### src/rtl/note_period_scheduler_pkg.sv
// Shared types and elaboration-time helpers for the note period scheduler:
// note codes, FSM states, the note frequency table and the period window bounds.
package note_pkg;

  typedef enum logic [3:0] {
    NOTE_C  = 4'd0,
    NOTE_CS = 4'd1,
    NOTE_D  = 4'd2,
    NOTE_DS = 4'd3,
    NOTE_E  = 4'd4,
    NOTE_F  = 4'd5,
    NOTE_FS = 4'd6,
    NOTE_G  = 4'd7,
    NOTE_GS = 4'd8,
    NOTE_A  = 4'd9,
    NOTE_AS = 4'd10,
    NOTE_B  = 4'd11,
    NO_NOTE = 4'd15
  } note_t;

  typedef enum logic [2:0] {
    IDLE,
    SYNC,
    MEASURE,
    SEARCH,
    FILTER,
    OUTPUT
  } state_t;

  localparam int unsigned NUM_NOTES = 12;
  localparam int unsigned NUM_OCT   = 3;

  // Base-octave note frequencies in units of 0.01 Hz (C4 .. B4).
  function automatic int unsigned freq_100(input int unsigned idx);
    case (idx)
      0:       return 26163;
      1:       return 27718;
      2:       return 29366;
      3:       return 31113;
      4:       return 32963;
      5:       return 34923;
      6:       return 36999;
      7:       return 39200;
      8:       return 41530;
      9:       return 44000;
      10:      return 46616;
      default: return 49388;
    endcase
  endfunction

  // Lower edge of the period window: 96 % of the nominal period in clk cycles.
  function automatic int unsigned low_bound(input int unsigned clk_mhz,
                                            input int unsigned f100,
                                            input int unsigned o);
    return ((clk_mhz * 32'd1000000) / (f100 << o)) * 32'd96;
  endfunction

  // Upper edge of the period window: 104 % of the nominal period in clk cycles.
  function automatic int unsigned high_bound(input int unsigned clk_mhz,
                                             input int unsigned f100,
                                             input int unsigned o);
    return ((clk_mhz * 32'd1000000) / (f100 << o)) * 32'd104;
  endfunction

endpackage

### src/rtl/note_period_scheduler_bound_table.sv
// Combinational lookup of the {low, high} period window for one candidate
// {note index, octave}. All entries are constants elaborated from note_pkg.
module note_bound_table
  import note_pkg::*;
#(
  parameter int unsigned CLK_MHZ = 50
) (
  input  logic [3:0]  idx,
  input  logic [1:0]  oct,
  output logic [31:0] low,
  output logic [31:0] high
);

  localparam int unsigned ENTRIES = NUM_NOTES * NUM_OCT;

  logic [31:0] low_tab  [ENTRIES];
  logic [31:0] high_tab [ENTRIES];
  logic [5:0]  sel;

  for (genvar g = 0; g < ENTRIES; g++) begin : g_entry
    assign low_tab[g]  = low_bound(CLK_MHZ, freq_100(g % NUM_NOTES), g / NUM_NOTES);
    assign high_tab[g] = high_bound(CLK_MHZ, freq_100(g % NUM_NOTES), g / NUM_NOTES);
  end

  assign sel = 6'(idx) + 6'(oct) * 6'd12;

  // Select the window for the current candidate; out-of-table indices give an empty window.
  always_comb begin
    low  = '0;
    high = '0;
    if (idx < 4'(NUM_NOTES) && oct < 2'(NUM_OCT)) begin
      low  = low_tab[sel];
      high = high_tab[sel];
    end
  end

endmodule

### src/rtl/note_period_scheduler.sv
// Pitch measurement controller: locks onto rising threshold crossings of the
// mic sample, averages N_PERIODS periods, searches the note table one
// candidate per cycle, filters consecutive results and reports stable notes
// over a valid/ready handshake.
// Optional feature macro: NOTE_SCHED_OCTAVE_EN (search octaves 0..2 and
// report the matching octave; otherwise only octave 0 is searched).
module note_period_scheduler
  import note_pkg::*;
#(
  parameter int unsigned        CLK_MHZ    = 50,
  parameter int unsigned        W_VAL      = 16,
  parameter logic [W_VAL-1:0]   THRESHOLD  = 16'h1100,
  parameter int unsigned        N_PERIODS  = 4,
  parameter logic [19:0]        TIMEOUT    = 20'hFFFFF,
  parameter int unsigned        STABLE_CNT = 3
) (
  input  logic             clk,
  input  logic             reset,
  input  logic [W_VAL-1:0] sample,
  input  logic             run,
  output logic             note_valid,
  input  logic             note_ready,
  output logic [3:0]       note_code,
  output logic [1:0]       octave,
  output logic [19:0]      period_avg,
  output logic             busy
);

  localparam int unsigned LOG2N = $clog2(N_PERIODS);
  localparam int unsigned ACC_W = 20 + LOG2N;
  localparam int unsigned CNT_W = $clog2(STABLE_CNT + 1);
`ifdef NOTE_SCHED_OCTAVE_EN
  localparam logic [1:0] LAST_OCT = 2'd2;
`else
  localparam logic [1:0] LAST_OCT = 2'd0;
`endif

  state_t             state, state_next;
  logic [W_VAL-1:0]   prev_sample;
  logic               rise;
  logic [19:0]        per_cnt, per_inc;
  logic [ACC_W-1:0]   acc, acc_sum;
  logic [3:0]         k;
  logic [3:0]         cand_idx;
  logic [1:0]         cand_oct;
  logic [31:0]        low, high;
  logic               in_range, last_cand, meas_done, timed_out;
  logic [3:0]         res_code, prev_code, last_code;
  logic [1:0]         res_oct, prev_oct, last_oct;
  logic [CNT_W-1:0]   cnt, cnt_next;
  logic               report;

  note_bound_table #(.CLK_MHZ(CLK_MHZ)) u_table (
    .idx  (cand_idx),
    .oct  (cand_oct),
    .low  (low),
    .high (high)
  );

  assign rise      = (sample >= THRESHOLD) && (prev_sample < THRESHOLD);
  assign per_inc   = (per_cnt == TIMEOUT) ? TIMEOUT : per_cnt + 20'd1;
  // per_cnt is cleared on a rise, so the incremented value is the full period length.
  assign acc_sum   = acc + ACC_W'(per_inc);
  assign meas_done = rise && (k == 4'(N_PERIODS - 1));
  assign timed_out = !rise && (per_cnt == TIMEOUT);
  assign in_range  = (32'(period_avg) > low) && (32'(period_avg) < high);
  assign last_cand = (cand_idx == 4'd11) && (cand_oct == LAST_OCT);
  assign busy      = (state != IDLE);

  // Consecutive-result filter: count saturates at STABLE_CNT, restarts at 1 on change.
  always_comb begin
    cnt_next = CNT_W'(1);
    if ({res_code, res_oct} == {prev_code, prev_oct})
      cnt_next = (cnt == CNT_W'(STABLE_CNT)) ? cnt : cnt + CNT_W'(1);
    report = (cnt_next >= CNT_W'(STABLE_CNT)) &&
             ({res_code, res_oct} != {last_code, last_oct});
  end

  // State register.
  always_ff @(posedge clk) begin
    if (reset) state <= IDLE;
    else       state <= state_next;
  end

  // Next-state logic; run=0 aborts every state except an outstanding transfer.
  always_comb begin
    state_next = state;
    case (state)
      IDLE:    if (run) state_next = SYNC;
      SYNC: begin
        if (!run)                        state_next = IDLE;
        else if (rise)                   state_next = MEASURE;
        else if (per_cnt == TIMEOUT)     state_next = FILTER;
      end
      MEASURE: begin
        if (!run)                        state_next = IDLE;
        else if (meas_done)              state_next = SEARCH;
        else if (timed_out)              state_next = FILTER;
      end
      SEARCH: begin
        if (!run)                        state_next = IDLE;
        else if (in_range || last_cand)  state_next = FILTER;
      end
      FILTER: begin
        if (!run)                        state_next = IDLE;
        else if (report)                 state_next = OUTPUT;
        else                             state_next = SYNC;
      end
      OUTPUT:  if (note_ready) state_next = run ? SYNC : IDLE;
      default: state_next = IDLE;
    endcase
  end

  // Measurement, search, filter and handshake datapath.
  always_ff @(posedge clk) begin
    if (reset) begin
      prev_sample <= '0;
      per_cnt     <= '0;
      acc         <= '0;
      k           <= '0;
      cand_idx    <= '0;
      cand_oct    <= '0;
      res_code    <= NO_NOTE;
      res_oct     <= '0;
      prev_code   <= NO_NOTE;
      prev_oct    <= '0;
      last_code   <= NO_NOTE;
      last_oct    <= '0;
      cnt         <= '0;
      period_avg  <= '0;
      note_valid  <= 1'b0;
      note_code   <= NO_NOTE;
    end else begin
      prev_sample <= sample;
      per_cnt     <= '0;
      case (state)
        SYNC: if (run) begin
          if (rise) begin
            acc <= '0;
            k   <= '0;
          end else if (per_cnt == TIMEOUT) begin
            res_code   <= NO_NOTE;
            res_oct    <= '0;
            period_avg <= TIMEOUT;
          end else begin
            per_cnt <= per_inc;
          end
        end
        MEASURE: if (run) begin
          if (rise) begin
            acc <= acc_sum;
            k   <= k + 4'd1;
            if (meas_done) begin
              period_avg <= 20'(acc_sum >> LOG2N);
              cand_idx   <= '0;
              cand_oct   <= '0;
            end
          end else if (timed_out) begin
            res_code   <= NO_NOTE;
            res_oct    <= '0;
            period_avg <= TIMEOUT;
          end else begin
            per_cnt <= per_inc;
          end
        end
        SEARCH: if (run) begin
          if (in_range) begin
            res_code <= cand_idx;
            res_oct  <= cand_oct;
          end else if (last_cand) begin
            res_code <= NO_NOTE;
            res_oct  <= '0;
          end else if (cand_idx == 4'd11) begin
            cand_idx <= '0;
            cand_oct <= cand_oct + 2'd1;
          end else begin
            cand_idx <= cand_idx + 4'd1;
          end
        end
        FILTER: if (run) begin
          prev_code <= res_code;
          prev_oct  <= res_oct;
          cnt       <= cnt_next;
          if (report) begin
            note_valid <= 1'b1;
            note_code  <= res_code;
          end
        end
        OUTPUT: if (note_ready) begin
          note_valid <= 1'b0;
          last_code  <= res_code;
          last_oct   <= res_oct;
        end
        default: ;
      endcase
    end
  end

`ifdef NOTE_SCHED_OCTAVE_EN
  // Reported octave is captured together with the note code.
  always_ff @(posedge clk) begin
    if (reset)                                        octave <= '0;
    else if (state == FILTER && state_next == OUTPUT) octave <= res_oct;
  end
`else
  assign octave = 2'd0;
`endif

endmodule
### config.mk
export PLATFORM = sky130hd
export DESIGN_NAME = note_period_scheduler
export DESIGN_NICKNAME = d
export VERILOG_FILES = /design/src/rtl/note_period_scheduler_pkg.sv /design/src/rtl/note_period_scheduler_bound_table.sv /design/src/rtl/note_period_scheduler.sv
export SDC_FILE = /design/constraint.sdc
export NUM_CORES = 1
export LEC_CHECK = 0
export CORE_MARGIN = 5
export CORE_UTILIZATION = 60
export DETAILED_ROUTE_END_ITERATION = 12
export GPL_TIMING_DRIVEN = 0
export PLACE_DENSITY = 0.86
export SYNTH_ARGS = -nofsm -noshare
export SYNTH_HDL_FRONTEND = slang
export SYNTH_HIERARCHICAL = 1
export SYNTH_SLANG_ARGS = --single-unit
### constraint.sdc
create_clock -name clk -period 8.37 [get_ports clk]
set_clock_uncertainty 0.15 [all_clocks]
set_input_delay 1.674 -clock clk [delete_from_list [all_inputs] [get_ports clk]]
set_output_delay 1.674 -clock clk [all_outputs]
set_load 0.02 [all_outputs]
# Word-level counts from Yosys, hierarchy flattened
# Memory sizes are Yosys's and may differ from the RTL's.
# Index checks and enable logic that the tools add are counted.
# W data, S select, Z words.
[word_totals] register_bits=116 mem_bits_ro=4096 inputBits=20 output_inout_bits=28 mem_count=2
[op_classes] n_addsub=7 mul=1 magnitude_cmp=8 n_eq_ne=34 n_mux=88 n_bitwise=1 n_reduce_logical=26
[memory_table] memory="(name not given)" words=64 width=32 rd=1 rd_ports_with_merged_regs=0 write_ports=0 line_no="note_period_scheduler_bound_table.sv:33" source="high = high_tab[sel];"
[memory_table] memory="(name not given)" words=64 width=32 rd=1 rd_ports_with_merged_regs=0 write_ports=0 line_no="note_period_scheduler_bound_table.sv:32" source="low = low_tab[sel];"
[ops] cell="$mux W20" n=14
[ops] cell="$mux W32" n=6
[ops] cell="$mux W22" n=4
[ops] cell="$mux W4" n=20
[ops] cell="$pmux W20 S2" n=2
[ops] cell="$pmux W22 S2" n=1
[ops] cell="$mux W2" n=18
[ops] cell="$mux W3" n=12
[ops] cell="$ne A2 B2 Y1 const B" n=17
[ops] cell="$gt A20 B32 Y1" n=1
[ops] cell="$lt A20 B32 Y1" n=1
[ops] cell="$add A22 B20 Y22" n=1
[ops] cell="$add A20 B1 Y20 const B" n=1
[ops] cell="$eq A20 B20 Y1 const B" n=1
[ops] cell="$pmux W3 S6" n=1
[ops] cell="$ge A16 B13 Y1 const B" n=1
[ops] cell="$lt A16 B13 Y1 const B" n=1
[ops] cell="$pmux W4 S2" n=2
[ops] cell="$reduce_and A7 Y1" n=2
[ops] cell="$ne A3 B3 Y1 const B" n=4
[ops] cell="$pmux W4 S3" n=1
[ops] cell="$reduce_and A5 Y1" n=2
[ops] cell="$reduce_and A9 Y1" n=1
[ops] cell="$add A4 B1 Y4 const B" n=2
[ops] cell="other kinds (32)" n=49

# Depth between registers and ports, before layout
[logic_depth] depth_word=13 ltp_mapped=21 ltp_nobuf=18

# Hierarchy
# Netlist, hierarchy kept.
[modules_own_cells] module="note_period_scheduler" n_inst=1 cells_each=827 area_each_um2=6666.4 seq_area_each_um2=2162.1
[modules_own_cells] module="note_bound_table" n_inst=1 cells_each=273 area_each_um2=1779.2 seq_area_each_um2=0.0

# Least setup slack after synthesis
# Ideal clock, no wire load.
[synth_path] path_kind="reg2reg" startpoint="register cand_oct[0]" endpoint="register res_code[0]" setup_ns=0.072 t_arrival_ns=4.099 required_ns=8.148 slack_ns=4.050 path_stages_with_launch=18 n_path_buf=3 period_less_slack_ns=4.320 path_cell_list="dfxtp_1 inv_1 ha_1 fa_1 buf_6 buf_4 buf_2 nand2_1 nor2_1 inv_1 ha_1 a21o_1 a2111o_1 a221o_1 o21ai_4 a31oi_4 a211oi_4 mux2i_1"
[synth_between] elab_chain_cells=12 elab_cells_between_ends=23
[synth_lines] item="from (decl)" line_no="note_period_scheduler.sv:45" source="logic [1:0] cand_oct;"
[synth_lines] item="from (signal assigned)" line_no="note_period_scheduler.sv:175" source="cand_oct <= cand_oct + 2'd1;"
[synth_lines] item="$mul A2 B2 Y4" line_no="note_period_scheduler_bound_table.sv:25" source="assign sel = 6'(idx) + 6'(oct) * 6'd12;"
[synth_lines] item="$add A4 B6 Y6" line_no="note_period_scheduler_bound_table.sv:25"
[synth_lines] item="$not A6 Y7 (implied by the code)" line_no="note_period_scheduler_bound_table.sv:33"
[synth_lines] item="$mem_v2 Z64 W32"
[synth_lines] item="$mux W32 (implied by the code) (2 in a row)" line_no="note_period_scheduler_bound_table.sv:33"
[synth_lines] item="$mux W32 (*)" line_no="note_period_scheduler_bound_table.sv:31" source="if (idx < 4'(NUM_NOTES) && oct < 2'(NUM_OCT)) begin"
[synth_lines] item="net high[17]" line_no="note_period_scheduler.sv:46" source="logic [31:0] low, high;"
[synth_lines] item="$lt A20 B32 Y1 (*)" line_no="note_period_scheduler.sv:66" source="assign in_range = (32'(period_avg) > low) && (32'(period_avg) < high);"
[synth_lines] item="$logic_and A1 B1 Y1 (*)" line_no="note_period_scheduler.sv:66"
[synth_lines] item="$mux W4" line_no="note_period_scheduler.sv:167" source="if (in_range) begin"
[synth_lines] item="$mux W4" line_no="note_period_scheduler.sv:166" source="SEARCH: if (run) begin"
[synth_lines] item="$pmux W4 S3" line_no="note_period_scheduler.sv:136" source="case (state)"
[synth_lines] item="to (signal assigned)" line_no="note_period_scheduler.sv:168" source="res_code <= cand_idx;"
[synth_lines] item="to (decl)" line_no="note_period_scheduler.sv:48" source="logic [3:0] res_code, prev_code, last_code;"
# The timed path passes the listed nets; every way through them passes the cells marked *. The select of a mux whose other input is x is not followed.
# A chain may end at the register's enable or synchronous reset.

# Worst setup path after layout
[layout_path] startpoint="register cand_oct[0]" endpoint="register res_code[1]"
[layout_between] elab_chain_cells=12 elab_cells_between_ends=23
[layout_lines] item="$mul A2 B2 Y4" line_no="note_period_scheduler_bound_table.sv:25"
[layout_lines] item="$add A4 B6 Y6" line_no="note_period_scheduler_bound_table.sv:25"
[layout_lines] item="$not A6 Y7 (implied by the code)" line_no="note_period_scheduler_bound_table.sv:32"
[layout_lines] item="$mem_v2 Z64 W32"
[layout_lines] item="$mux W32 (implied by the code) (2 in a row)" line_no="note_period_scheduler_bound_table.sv:32"
[layout_lines] item="$mux W32 (*)" line_no="note_period_scheduler_bound_table.sv:31"
[layout_lines] item="net low[15]" line_no="note_period_scheduler.sv:46"
[layout_lines] item="$gt A20 B32 Y1 (*)" line_no="note_period_scheduler.sv:66"
[layout_lines] item="$logic_and A1 B1 Y1 (*)" line_no="note_period_scheduler.sv:66"
[layout_lines] item="$mux W4" line_no="note_period_scheduler.sv:167"
[layout_lines] item="$mux W4" line_no="note_period_scheduler.sv:166"
[layout_lines] item="$pmux W4 S3" line_no="note_period_scheduler.sv:136"
# Marked as above.

==> results.ini <==
[status]
status = completed

[timing]
hold_violations = 0
tightestPinTransition_ps = 846
post-route-period-util_pct = 61.3
report.final.slew_viol_count = 0
rsz0062_at_grt = false
finalSetupTns_ps = 0
relSlewSlack_pct = 43.4
min_period_ps = 5130
holdWs_ps = 316
finalSetupViolCount = 0
fmax_mhz = 195

[drt]
drtPass1Iterations = 6
detailroute.via_count = 8334
drt-total-wl_mm = 22.9
viasPerCell = 6.10
drc = 0
drtIter0Drc = 851
ant_nets = 0
avgRoutedWirePerCell_um = 16.8

[global_route]
grt_use_met3_pct = 5.02
grt_pass1_wl_mm = 38.1
track_usage_pct = 27.9
grt_max_degree = 18
top_usage_layer = met2
grt_pass1_vias = 7897
antenna_found_initial = 0
gr-total-overflow = 0
use_met1_pct = 34.9
grtUsageMet2_pct = 47.1

[placed_design]
dp_hpwl_mm = 17.5
port_buffers = 36
globalplace.congestion = 1.01
placed_cell_area_sq_mm = 0.00917

[cells_and_area]
layout-drive-gt1-share_pct = 8.68
syn2layout_area_growth_pct = 12.0
fill_cells = 1149
nets = 1281
fin_area_sq_mm = 0.00946
diodes = 0

[synth]
synth-edff-count = 0
synthArstFlopShare_pct = 0
ys_ff_latch = 108
synth_top_flop_cell = dfxtp_1
synth.distinct_cells = 85
syn-cell-area_sq_mm = 0.00845
synth.avg_cell_area_sq_um = 7.68
synth.yosys.seq_area_share_pct = 25.6
postSynthCellCount = 1100
yosysWarningCount = 6

[worst_setup_path]
crit_path_start_kind = flip-flop
r2r_slack_ps = 3240
worstPathArrival_ps = 5260
path_max_fanout = 10
critical-path-slowest-cell = xnor2_1
worstPathRequired_ps = 8500
crit_chain = inv_1 -> ha_1 -> fa_1 -> xnor2_1 -> buf_2 -> xnor2_1 -> o21ai_0 -> a311oi_1 -> inv_1 -> ha_1 -> nand4_1 -> nor4_1 -> o21ai_0 -> o211ai_1 -> a31oi_4 -> a211oi_4 -> mux2i_1
worst_setup_path_end_kind = flip-flop
critPathKind = reg2reg
max_stage_delay_ps = 540

[floorplan]
start_util_pct = 61.1
core_area_sq_mm = 0.0138
die_area_sq_mm = 0.0165
io_pins = 48
die_w_um = 129
placementRows = 43
die_h_um = 129

[clocking]
cts_tree = built
insertion_delay_ps = 360
cts_max_path_buffers = 2
cts-resized-gates = 0
post-cts-setup-buffer-count = 0
cts_root_buf = clkbuf_16
htree_levels = 3
clock-sinks = 108
cts.clk_slew.worst_paths_ps = 70
numCtsBuffers = 9
ctsHoldBuffers = 0

[power]
p_leak_nw = 4.05
power_density_mw_per_mm2 = 123
vdd_drop_max_uv = 154
total_power_mw = 1.16

[run]
drv_cap = 0

[worst_hold_path]
hp-class = reg2reg

==> worst max-delay path: cells and delay by family (launching register included) <==
family / cells / cell delay (ps)
adder cells (fa/ha/maj): 3 / 1080
XOR/XNOR: 2 / 680
AO/OA/AOI/OAI: 6 / 1440
flip-flops: 1 / 470
AND/OR/NAND/NOR: 2 / 500
buffers and inverters: 3 / 510
multiplexers: 1 / 230
==> path summary, 6_finish.rpt <==
check	start	to	cells past startpoint
worst max-delay path	cand_oct[0]	res_code[1]	17
worst min-delay path	note_valid	note_valid	2
worst max register to register	cand_oct[0]	res_code[1]	17
worst min register to register	note_valid	note_valid	2
==> layer usage <==
layer	routed length, um	vias up
met5	0	-
met4	988	0
met3	1690	88
met2	10900	398
met1	9320	3827
li1	-	4021
==> state kept, by name (all words and copies together) (netlist names), 4 cells and up <==
signal,count
acc,22
prev_code,4
cand_idx,4
period_avg,20
k,4
note_code,4
per_cnt,20
res_code,4
prev_sample,8
last_code,4
==> kinds of logic after synthesis <==
logic type | synth area share [%]
AOI/OAI and AO/OA | 24.0
xor gates and xnor gates | 5.29
adders and majority gates | 11.7
buffers and inverters | 9.87
DFF | 25.6
muxes | 2.53
other | 0.0889
and+or+nand+nor | 20.9
==> synth_stat cells, types with 10 or more instances <==
library cell | instances | area share, %
nand2_1 | 122 | 5.4
dfxtp_1 | 108 | 26
nor2_1 | 95 | 4.2
a21oi_1 | 94 | 5.6
ha_1 | 76 | 11
inv_1 | 64 | 2.8
o21ai_0 | 61 | 3.6
buf_4 | 46 | 4.1
nand3_1 | 41 | 2.4
clkbuf_1 | 32 | 1.4
xor2_1 | 29 | 3.0
xnor2_1 | 22 | 2.3
o211ai_1 | 19 | 1.7
mux2i_1 | 18 | 2.1
a211oi_1 | 16 | 1.4
buf_2 | 15 | 0.89
nor3_1 | 15 | 0.89
nand2b_1 | 12 | 0.89
nor2b_1 | 12 | 0.89
nand4_1 | 11 | 0.81
nor4_1 | 11 | 0.81
or3_1 | 11 | 0.81
a31oi_1 | 10 | 0.74
==> where the power goes <==
group	total, mW	internal [mW]	switching, mW
Sequential	0.537	0.527	0.0101
Clock	0.422	0.229	0.194
Combinational	0.200	0.0767	0.123
Total	1.16	0.832	0.327
==> through the flow <==
| step | std cells | utilization [%] | worst slack (ps) |
|---|---|---|---|
| 2_1_floorplan | 1136 | - | 4050 |
| 3_3_place_gp | 1352 | 66.3 | 3320 |
| 3_5_place_dp | 1352 | 66.3 | 3320 |
| 4_1_cts | 1367 | 68.4 | 3280 |
| 5_1_grt | 1367 | 68.4 | 2790 |
| 6_report | 1367 | 68.4 | 3240 |
==> cell usage in the layout, fill, tap and decap left out, drive strengths merged, types with 22 or more instances in the layout <==
master / count
o21ai: 68
conb: 38
nand3: 41
clkdlybuf4s50: 36
ha: 76
buf: 65
xnor2: 22
dfxtp: 108
nand2: 122
xor2: 29
nor2: 95
inv: 67
clkbuf: 44
a21oi: 96
==> area by class of cell <==
cell class | instances | area, sq um | share of cell area (%)
sequential | 108 | 2160 | 22.9
tap | 180 | 225 | 2.38
multi-input combinational | 865 | 5590 | 59.0
clock inverter | 3 | 28.8 | 0.304
clock buffer | 12 | 267 | 2.82
timing repair buffer | 36 | 360 | 3.81
inverter | 66 | 248 | 2.62
buffer | 97 | 586 | 6.19
Power figures use the tool's default switching activity.
